--- src/rtl/fpu_div_rsp_queue_pkg.sv ---
// Shared FPU types for the divider response path: IEEE exception flags and small helpers.
package fpu_div_rsp_queue_pkg;

    localparam int unsigned FP_FLAGS_BITS = 5;

    typedef struct packed {
        logic nv;
        logic dz;
        logic ofl;
        logic ufl;
        logic nx;
    } fflags_t;

    function automatic fflags_t gate_fflags(input logic has_fflags, input fflags_t fflags);
        return has_fflags ? fflags : fflags_t'('0);
    endfunction

    function automatic bit is_pow2(input int unsigned value);
        return (value != 0) && ((value & (value - 1)) == 0);
    endfunction

endpackage

--- src/rtl/fpu_rsp_ram.sv ---
// Response storage: one synchronous write port, one asynchronous read port, no reset.
module fpu_rsp_ram #(
    parameter int unsigned WIDTH = 8,
    parameter int unsigned DEPTH = 4
) (
    input  logic                     clk,
    input  logic                     wr_en,
    input  logic [$clog2(DEPTH)-1:0] wr_addr,
    input  logic [WIDTH-1:0]         wr_data,
    input  logic [$clog2(DEPTH)-1:0] rd_addr,
    output logic [WIDTH-1:0]         rd_data
);

    logic [WIDTH-1:0] mem [DEPTH];

    always_ff @(posedge clk) begin
        if (wr_en) begin
            mem[wr_addr] <= wr_data;
        end
    end

    assign rd_data = mem[rd_addr];

endmodule

--- src/rtl/fpu_div_rsp_queue.sv ---
// FIFO between the FPU divider and the response arbiter; cleans entries on write and keeps a
// sticky fflags accumulator for the FCSR path.
module fpu_div_rsp_queue
    import fpu_div_rsp_queue_pkg::*;
#(
    parameter int unsigned NUM_LANES = 1,
    parameter int unsigned TAG_WIDTH = 1,
    parameter int unsigned DEPTH     = 4
) (
    input  logic                      clk,
    input  logic                      reset,
    input  logic                      valid_in,
    output logic                      ready_in,
    input  logic [NUM_LANES-1:0]      mask_in,
    input  logic [TAG_WIDTH-1:0]      tag_in,
    input  logic [NUM_LANES*32-1:0]   result_in,
    input  logic                      has_fflags_in,
    input  logic [4:0]                fflags_in,
    output logic                      valid_out,
    input  logic                      ready_out,
    output logic [NUM_LANES-1:0]      mask_out,
    output logic [TAG_WIDTH-1:0]      tag_out,
    output logic [NUM_LANES*32-1:0]   result_out,
    output logic                      has_fflags_out,
    output logic [4:0]                fflags_out,
    input  logic                      fflags_clr,
    output logic [4:0]                fflags_acc,
    output logic [$clog2(DEPTH):0]    count
);

    localparam int unsigned PTR_W = $clog2(DEPTH);
    localparam int unsigned CNT_W = PTR_W + 1;
    localparam logic [CNT_W-1:0] FULL_CNT = CNT_W'(DEPTH);

    typedef struct packed {
        logic [NUM_LANES-1:0]    mask;
        logic [TAG_WIDTH-1:0]    tag;
        logic [NUM_LANES*32-1:0] result;
        logic                    has_fflags;
        fflags_t                 fflags;
    } entry_t;

    localparam int unsigned ENTRY_W = $bits(entry_t);

    if (!is_pow2(DEPTH) || DEPTH < 2) begin : gen_bad_depth
        $error("fpu_div_rsp_queue: DEPTH must be a power of two and at least 2");
    end

    logic                     push;
    logic                     pop;
    logic [PTR_W-1:0]         wr_ptr_q, wr_ptr_d;
    logic [PTR_W-1:0]         rd_ptr_q, rd_ptr_d;
    logic [CNT_W-1:0]         count_q, count_d;
    logic                     ready_q;
    logic [FP_FLAGS_BITS-1:0] acc_q, acc_d;
    entry_t                   wr_entry;
    entry_t                   rd_entry;
    logic [ENTRY_W-1:0]       rd_data;

    assign valid_out = (count_q != '0);
    assign push      = valid_in & ready_q;
    assign pop       = valid_out & ready_out;

    // Entries are stored already cleaned so the read side is a plain mux out of storage.
    always_comb begin
        wr_entry            = '0;
        wr_entry.mask       = mask_in;
        wr_entry.tag        = tag_in;
        wr_entry.has_fflags = has_fflags_in;
        wr_entry.fflags     = gate_fflags(has_fflags_in, fflags_t'(fflags_in));
        for (int unsigned lane = 0; lane < NUM_LANES; lane++) begin
            wr_entry.result[lane*32 +: 32] = mask_in[lane] ? result_in[lane*32 +: 32] : 32'h0;
        end
    end

    fpu_rsp_ram #(
        .WIDTH (ENTRY_W),
        .DEPTH (DEPTH)
    ) u_ram (
        .clk     (clk),
        .wr_en   (push),
        .wr_addr (wr_ptr_q),
        .wr_data (wr_entry),
        .rd_addr (rd_ptr_q),
        .rd_data (rd_data)
    );

    assign rd_entry = entry_t'(rd_data);

    always_comb begin
        wr_ptr_d = wr_ptr_q;
        rd_ptr_d = rd_ptr_q;
        count_d  = count_q;
        if (push) begin
            wr_ptr_d = wr_ptr_q + PTR_W'(1);
        end
        if (pop) begin
            rd_ptr_d = rd_ptr_q + PTR_W'(1);
        end
        unique case ({push, pop})
            2'b10:   count_d = count_q + CNT_W'(1);
            2'b01:   count_d = count_q - CNT_W'(1);
            default: count_d = count_q;
        endcase
    end

    // A clear in the same cycle as a pop keeps the popped flags.
    always_comb begin
        acc_d = (fflags_clr ? '0 : acc_q)
              | ((pop && rd_entry.has_fflags) ? rd_entry.fflags : '0);
    end

    always_ff @(posedge clk or negedge reset) begin
        if (!reset) begin
            wr_ptr_q <= '0;
            rd_ptr_q <= '0;
            count_q  <= '0;
            ready_q  <= 1'b1;
            acc_q    <= '0;
        end else begin
            wr_ptr_q <= wr_ptr_d;
            rd_ptr_q <= rd_ptr_d;
            count_q  <= count_d;
            ready_q  <= (count_d < FULL_CNT);
            acc_q    <= acc_d;
        end
    end

    assign ready_in       = ready_q;
    assign count          = count_q;
    assign mask_out       = rd_entry.mask;
    assign tag_out        = rd_entry.tag;
    assign result_out     = rd_entry.result;
    assign has_fflags_out = rd_entry.has_fflags;
    assign fflags_out     = rd_entry.fflags;
    assign fflags_acc     = acc_q;

    a_no_push_when_full: assert property (
        @(posedge clk) disable iff (!reset) !(push && (count_q == FULL_CNT)));

    a_count_bounded: assert property (
        @(posedge clk) disable iff (!reset) (count_q <= FULL_CNT));

endmodule
--- config.mk ---
export PLATFORM = sky130hd
export DESIGN_NAME = fpu_div_rsp_queue
export DESIGN_NICKNAME = d
export VERILOG_FILES = /design/src/rtl/fpu_div_rsp_queue_pkg.sv /design/src/rtl/fpu_rsp_ram.sv /design/src/rtl/fpu_div_rsp_queue.sv
export SDC_FILE = /design/constraint.sdc
export NUM_CORES = 1
export LEC_CHECK = 0
export ABC_AREA = 1
export CAP_MARGIN = 20
export CORE_ASPECT_RATIO = 1.75
export CORE_UTILIZATION = 40
export CTS_BUF_LIST = sky130_fd_sc_hd__clkbuf_4
export CTS_CLUSTER_SIZE = 30
export DETAILED_ROUTE_END_ITERATION = 6
export PLACE_DENSITY_LB_ADDON = 0.05
export SETUP_SLACK_MARGIN = 0.1
export SYNTH_ARGS = -nofsm -noshare
export SYNTH_HDL_FRONTEND = slang
export SYNTH_SLANG_ARGS = --single-unit
--- constraint.sdc ---
create_clock -name clk -period 5.8 [get_ports clk]
set_input_delay 0.87 -clock clk [delete_from_list [all_inputs] [get_ports clk]]
set_output_delay 0.87 -clock clk [all_outputs]
set_load 0.02 [all_outputs]
==> results of run 1 <==
## layout make-up
cell class | count | area, µm²
clock inverters | 14 | 158
clock buffers | 18 | 135
diodes | 1 | 2.50
fillers | 1593 | 8630
inverters | 74 | 280
multi-input cells | 294 | 1500
repair buffers | 100 | 981
well taps | 227 | 284
flip-flops and latches | 173 | 5130
## metrics by stage
step           area [µm²]  utilization [%]
2_1_floorplan        7030                -
3_3_place_gp         8180             47.8
3_5_place_dp         8180             47.8
4_1_cts              8470             49.5
5_1_grt              8470             49.5
6_report             8470             49.5
## metal layers
metal  up-vias  GRT usage [%]
li1       2132              -
met1      2192           21.3
met2        99           32.4
met3         4           3.23
met4         0           5.12
met5         -              0
## cells in the final DEF, fill, tap and decap left out, types with 2 or more instances in the layout
cell type	count
dfrtp_2	2
nand2_1	69
clkbuf_4	18
nand3_2	10
o21ai_1	8
clkinv_4	3
nor2_4	4
clkinvlp_4	2
clkdlybuf4s50_1	93
inv_6	4
edfxtp_1	160
ha_1	5
clkinv_2	2
nand2_2	15
nand3_1	7
o21ai_0	61
inv_1	72
o22ai_1	34
nor2_1	75
buf_4	6
bufinv_16	2
xor2_1	2
dfrtp_1	10
## path summary, 6_finish.rpt
kind	start	to	slack, ns
worst max-delay path	rd_ptr_q[1]	result_out[23]	1.91
max in group asynchronous	reset	rd_ptr_q[0]	4.66
worst max register to register	ready_in	u_ram.mem[2][12]	3.50
worst min-delay path	fflags_acc[0]	fflags_acc[0]	0.50
min in group asynchronous	reset	asynchronous set/reset pin	0.69
worst min register to register	fflags_acc[0]	fflags_acc[0]	0.50
## logic make-up after synthesis
family	after synthesis
XOR/XNOR	3
multiplexers	1
buffers and inverters	102
AO/OA/AOI/OAI	104
adder cells (fa/ha/maj)	6
flip-flops	173
AND/OR/NAND/NOR	180
## power by group
part           internal, W  total [W]  leakage, nW  switching (W)
logic             0.000695    0.00182         1.46        0.00113
registers          0.00158    0.00164         1.63      0.0000594
clock network     0.000270   0.000695        0.156       0.000425
total              0.00254    0.00416         3.25        0.00161
## sequential cells by signal (all words and copies together), names as in the netlist, named ones only
register    count
u_ram.mem     160
count           2
ready_in        1
wr_ptr_q        2
rd_ptr_q        2
fflags_acc      5
## critical path: stages (launching register included)
cell             delay (ns)
dfrtp_2                0.41
buf_4                  0.28
inv_2                  0.70
o21ai_0                0.21
o22ai_1                0.23
clkdlybuf4s50_1        0.65
==> impl_metrics.json, run 1 <==
{
  "leakage_nw": 3.25,
  "path_clk_slew_ns": 0.15,
  "power.density_mw_per_mm2": 491,
  "period_share_pct": 67.1,
  "drv_slew": 0,
  "rsz0062_at_grt": "false",
  "wl_met3_um": 484,
  "via_count": 4427,
  "ys_ff_latch": 173,
  "clock_skew_ns": 0.0332,
  "setup_slack_ns": 1.91,
  "cts_setup_buffers": 0,
  "synth-edff-count": 160,
  "finalHoldViolations": 0,
  "drt_iter0_drc": 210,
  "hpwl_um": 8540,
  "synth_nets": 620,
  "ant_nets": 0,
  "grt_pass1_vias": 4528,
  "wl_met2_um": 8170,
  "die_h_um": 177,
  "synth_mux_area_share_pct": 0.160,
  "dieArea_mm2": 0.0181,
  "h-tree-depth": 4,
  "detail_route.vias_per_cell": 4.91,
  "synthArstFlopShare_pct": 7.51,
  "nets": 711,
  "netlist_instances": 569,
  "cts-root-buf": "clkbuf_4",
  "grt_pass1_wl_um": 23800,
  "grt_use_total_pct": 17.9,
  "syn_area_per_cell_um2": 12.4,
  "cts_tree": "done",
  "yosysMostFrequentCell": "edfxtp_1",
  "fin_tns_setup_ns": 0,
  "synthFlopType": "edfxtp_1",
  "cts-hold-fix-buffers": 0,
  "status": "complete, no violations",
  "vdd_drop_max_mv": 0.382,
  "dp.cells": 868,
  "clockBufferDepth": 2,
  "synth-compound-area-share_pct": 8.00,
  "grt_max_degree": 83,
  "yosys.area.top_type": "edfxtp_1",
  "io_buffers": 94,
  "end_kind": "primary output",
  "hp-class": "register to register",
  "num_io_pins": 95,
  "r2r_cells": 3,
  "ys_top_cells_by_count": "edfxtp_1, nor2_1, inv_1",
  "synth_xor_xnor_area_share_pct": 0.374,
  "gp_congestion": 0.702,
  "core-area_mm2": 0.0171,
  "synth_fa_ha_area_share_pct": 1.17,
  "synth-seq-area-share_pct": 72.9,
  "top_layer": "met4",
  "area_delta_synth_final_pct": 20.4,
  "antenna_found_initial": 1,
  "drt-pass1-iter-count": 4,
  "synthSimpleGateAreaFrac_pct": 11.2,
  "worstPathRequired_ns": 4.93,
  "fmax_mhz": 257,
  "synth_top_family_by_area": "simple AND/OR/NAND/NOR gates",
  "dp_slack_ns": 2.43,
  "synth_area_leaders": "edfxtp_1, o21ai_0, dfrtp_1, nor2_1, inv_1",
  "wirelength_um": 15000,
  "cp_max_fo": 42,
  "tightest_slew_ns": 0.903,
  "cts_buffers": 17,
  "start_util_pct": 41.1,
  "setup_violations": 0,
  "fin_crit_ns": 3.89,
  "slew_headroom_pct": 39.8,
  "cts_resized": 0,
  "layout-drive-gt1-share_pct": 11.0,
  "grt-ovfl-total": 0,
  "hold_depth": 2,
  "die_w_um": 102,
  "final_cells": 901,
  "startpoint_type": "register",
  "max-cap-violations": 0,
  "synth_top_area_share_pct": 68.3,
  "wl_per_cell_um": 16.7,
  "wl_met1_um": 6300,
  "netlist_area_mm2": 0.00703,
  "finalPower_w": 0.00416,
  "clk_latency_ns": 0.54,
  "yosysUniqueCellTypes": 26,
  "path_class": "register to primary output",
  "num_rows": 63,
  "cts.sinks": 173,
  "holdWs_ns": 0.497,
  "drc": 0,
  "yosys_warnings": 0,
  "crit_arrival_ns": 3.02
}
Power figures use the tool's default switching activity.
==> run 2: changes to the inputs <==
==> constraint.sdc (replaced) <==
create_clock -name clk -period 3.62 [get_ports clk]
set_input_delay 0.543 -clock clk [delete_from_list [all_inputs] [get_ports clk]]
set_output_delay 0.543 -clock clk [all_outputs]
set_load 0.02 [all_outputs]
==> impl_metrics.json, run 2 (synthesis results as in run 1) <==
{
  "rsz0062_at_grt": "false",
  "top_register": "u_ram.mem",
  "crit_arrival_ns": 2.75,
  "hpwl_um": 8870,
  "die_h_um": 177,
  "path_clk_slew_ns": 0.15,
  "io_buffers": 94,
  "wl_per_cell_um": 16.8,
  "drc": 0,
  "dieArea_mm2": 0.0181,
  "max_stage_delay_ns": 0.66,
  "r2r_cells": 8,
  "num_io_pins": 95,
  "num_rows": 63,
  "drv_slew": 0,
  "layout-drive-gt1-share_pct": 11.5,
  "detail_route.vias_per_cell": 4.85,
  "cp_max_fo": 27,
  "max-cap-violations": 0,
  "grt_pass1_wl_um": 23700,
  "area_delta_synth_final_pct": 21.8,
  "ant_nets": 0,
  "start_util_pct": 41.1,
  "power.density_mw_per_mm2": 802,
  "gp_congestion": 0.742,
  "grt_use_met1_pct": 20.6,
  "tightest_slew_ns": 0.775,
  "setup_slack_ns": 0.325,
  "h-tree-depth": 4,
  "cts_setup_buffers": 0,
  "setup_violations": 0,
  "cts-hold-fix-buffers": 0,
  "final_cells": 906,
  "hp-class": "primary input to asynchronous set/reset pin",
  "final_common_cell": "edfxtp_1",
  "die_w_um": 102,
  "largest_reg_flops": 160,
  "wirelength_um": 15300,
  "dp.cells": 873,
  "period_share_pct": 91.0,
  "drt_iter0_drc": 242,
  "fin_tns_setup_ns": 0,
  "grt-busiest-layer": "met2",
  "fin_crit_ns": 3.30,
  "worstPathRequired_ns": 3.08,
  "clockBufferDepth": 2,
  "cts.sinks": 173,
  "fmax_mhz": 303,
  "vdd_drop_max_mv": 0.466,
  "clk_latency_ns": 0.56,
  "slew_headroom_pct": 48.3,
  "cts_tree": "done",
  "grt_max_degree": 82,
  "antenna_found_initial": 1,
  "grt_use_total_pct": 18.2,
  "cts-root-buf": "clkbuf_4",
  "grt-ovfl-total": 0,
  "leakage_nw": 3.31,
  "cpMaxStageDelayCell": "clkdlybuf4s50_1",
  "path_class": "register to primary output",
  "use_met2_pct": 32.8,
  "nets": 716,
  "fillCellCount": 1519,
  "grtUsageMet3_pct": 4.06,
  "final_core_util_pct": 50.1,
  "cts_buffers": 17,
  "grt_pass1_vias": 4399,
  "layout_common_cells": "edfxtp_1, clkdlybuf4s50_1, nor2_1, inv_1, nand2_1",
  "dp_slack_ns": 0.816,
  "end_kind": "primary output",
  "clock_skew_ns": 0.0193,
  "status": "complete, no violations",
  "crit_chain": "buf_4, o21ai_0, o22ai_1, clkdlybuf4s50_1",
  "finalHoldViolations": 0,
  "core-area_mm2": 0.0171,
  "drt-pass1-iter-count": 4,
  "via_count": 4396,
  "startpoint_type": "register"
}
[run 2: worst paths after layout]
kind,slack (ns),end,start
setup / recovery,0.32,result_out[5],rd_ptr_q[1]
hold / removal,0.34,fflags_acc[0],reset
setup reg to reg,1.46,ready_in,ready_in
hold reg to reg,0.50,fflags_acc[2],fflags_acc[2]
max in group asynchronous,2.85,rd_ptr_q[1],reset
min in group clk,0.50,fflags_acc[2],fflags_acc[2]
[run 2: power breakdown]
part / internal, W / leakage [nW] / switching, W
Sequential: 0.00253 / 1.63 / 0.000131
Clock: 0.000562 / 0.181 / 0.000684
Combinational: 0.00116 / 1.49 / 0.00181
Total: 0.00425 / 3.31 / 0.00263
[run 2: layout make-up]
cell class                 count  area (µm²)  area share, %
sequential                   173        5130           59.9
antenna                        1        2.50         0.0292
multi-input combinational    294        1500           17.5
timing repair buffer         105        1030           12.1
inverter                      74         280           3.27
clock buffer                  17         128           1.49
clock inverter                15         206           2.41
tap                          227         284           3.32
[run 2: metal layers]
layer  routed length [µm]  part of all wire [%]  vias up
met1                 6170                    40     2138
met5                    0                     0        -
met4                  248                   1.6        0
li1                     -                     -     2140
met3                  605                   4.0       16
met2                 8230                    54      102
[run 2: critical path, delay by kind of cell, from the launching register on]
kind | cells | cell delay [ns]
buffers and inverters | 2 | 1.08
AO/OA/AOI/OAI | 2 | 0.47
flip-flops | 1 | 0.62
[run 2: metrics by stage]
stage / power (W) / area, µm² / hold WS (ns)
5_1_grt: 0.00729 / 8570 / 0.329
3_5_place_dp: 0.00572 / 8230 / 0.464
3_3_place_gp: 0.00568 / 8230 / 0.461
6_report: 0.00687 / 8570 / 0.340
2_1_floorplan: 0.00443 / 7030 / 0.247
4_1_cts: 0.00697 / 8560 / 0.309
[run 2: timing repair]
item	in CTS	in global routing
setup endpoints to repair	0	13
gates resized for setup	0	1
hold endpoints to repair	0	0
==> run 3: changes to the inputs <==
==> constraint.sdc (replaced) <==
create_clock -name clk -period 4.1 [get_ports clk]
set_input_delay 0.615 -clock clk [delete_from_list [all_inputs] [get_ports clk]]
set_output_delay 0.615 -clock clk [all_outputs]
set_load 0.02 [all_outputs]
==> impl_metrics.json, run 3 (synthesis results as in run 1) <==
{
  "cts_resized": 0,
  "max-cap-violations": 0,
  "grt_use_total_pct": 17.6,
  "drt_iter0_drc": 248,
  "cts-root-buf": "clkbuf_4",
  "slew_headroom_pct": 44.1,
  "num_rows": 63,
  "path_class": "register to primary output",
  "clock_skew_ns": 0.0392,
  "grt_max_degree": 82,
  "grt_pass1_vias": 4608,
  "nets": 713,
  "ant_nets": 0,
  "placed_area_mm2": 0.00819,
  "cts_tree": "done",
  "rsz0062_at_grt": "false",
  "top_register": "u_ram.mem",
  "clockBufferDepth": 2,
  "fin_tns_setup_ns": 0,
  "via_count": 4404,
  "cts_setup_buffers": 0,
  "layout-drive-gt1-share_pct": 11.0,
  "die_w_um": 102,
  "drv_slew": 0,
  "start_util_pct": 41.1,
  "final_common_cell": "edfxtp_1",
  "leakage_nw": 3.25,
  "end_kind": "primary output",
  "antenna_found_initial": 1,
  "dieArea_mm2": 0.0181,
  "power.density_mw_per_mm2": 688,
  "path_clk_slew_ns": 0.16,
  "fin_crit_ns": 3.39,
  "drt-pass1-iter-count": 4,
  "detail_route.vias_per_cell": 4.88,
  "crit_arrival_ns": 2.78,
  "gp_congestion": 0.694,
  "final_area_mm2": 0.00847,
  "clk_latency_ns": 0.53,
  "h-tree-depth": 4,
  "status": "complete, no violations",
  "cts_buffers": 17,
  "grt-ovfl-total": 0,
  "cts-hold-fix-buffers": 0,
  "io_buffers": 94,
  "finalPower_w": 0.00583,
  "finalHoldViolations": 0,
  "wirelength_um": 14900,
  "hp-class": "primary input to asynchronous set/reset pin",
  "die_h_um": 177,
  "core-area_mm2": 0.0171,
  "drc": 0,
  "startpoint_type": "register",
  "hpwl_um": 8550,
  "period_share_pct": 82.8,
  "setup_violations": 0,
  "largest_reg_flops": 160,
  "tightest_slew_ns": 0.838,
  "grt_pass1_wl_um": 23600,
  "fmax_mhz": 295,
  "worstPathRequired_ns": 3.48,
  "vdd_drop_max_mv": 0.358,
  "cp_max_fo": 59,
  "area_delta_synth_final_pct": 20.3,
  "cts.sinks": 173,
  "num_io_pins": 95,
  "wl_per_cell_um": 16.5,
  "layout_common_cells": "edfxtp_1, clkdlybuf4s50_1, nor2_1, inv_1, nand2_1"
}
[run 3: changes by cell type in the layout (fill, tap and decap cells not counted), moves of 2 or more]
cell	delta
clkinv_2	-2
clkinv_4	+3
clkinvlp_4	+2
bufinv_16	-3
inv_6	-3
[run 3: final cells by class]
| cell class | count | area, µm² |
|---|---|---|
| Antenna cell | 1 | 2.50 |
| Clock buffer | 18 | 135 |
| Clock inverter | 14 | 136 |
| Fill cell | 1562 | 8640 |
| Inverter | 74 | 280 |
| Multi-Input combinational cell | 294 | 1500 |
| Sequential cell | 173 | 5130 |
| Tap cell | 227 | 284 |
| Timing Repair Buffer | 102 | 996 |
[run 3: power by group]
group,total [W],leakage [nW],switching (W),internal [W]
Combinational,0.00259,1.47,0.00160,0.000992
Clock,0.000914,0.142,0.000593,0.000320
Sequential,0.00232,1.63,0.0000881,0.00223
[run 3: layer usage]
| metal | wire length, µm | share of wire (%) | global-route usage [%] |
|---|---|---|---|
| met5 | 0 | 0 | 0 |
| met4 | 141 | 0.95 | 5.42 |
| met3 | 553 | 3.7 | 3.39 |
| met2 | 8050 | 54 | 31.9 |
| met1 | 6180 | 41 | 20.6 |
[run 3: final timing paths]
kind / from / to / slack [ns] / cells after the start
setup / recovery: rd_ptr_q[0] / result_out[7] / 0.71 / 5
hold / removal: reset / wr_ptr_q[1] / 0.44 / 1
min in group clk: fflags_acc[0] / fflags_acc[0] / 0.49 / 2
max in group asynchronous: reset / rd_ptr_q[0] / 3.19 / 1
setup reg to reg: ready_in / u_ram.mem[3][13] / 1.86 / 3
hold reg to reg: fflags_acc[0] / fflags_acc[0] / 0.49 / 2
[run 3: per-stage QoR]
step	std cells	worst slack, ns	util, %	hold slack, ns
after floorplan	569	1.18	-	0.319
after CTS	902	0.638	49.5	0.430
final	903	0.707	49.5	0.439
after global placement	870	1.28	47.9	0.462
after detailed placement	870	1.27	47.9	0.464
after global routing	903	0.499	49.5	0.449
[run 3: critical path, cell delays in order, from the launching register on]
cell             delay [ns]
dfrtp_2                0.44
inv_4                  0.50
buf_4                  0.31
o21ai_0                0.09
o22ai_1                0.25
clkdlybuf4s50_1        0.66
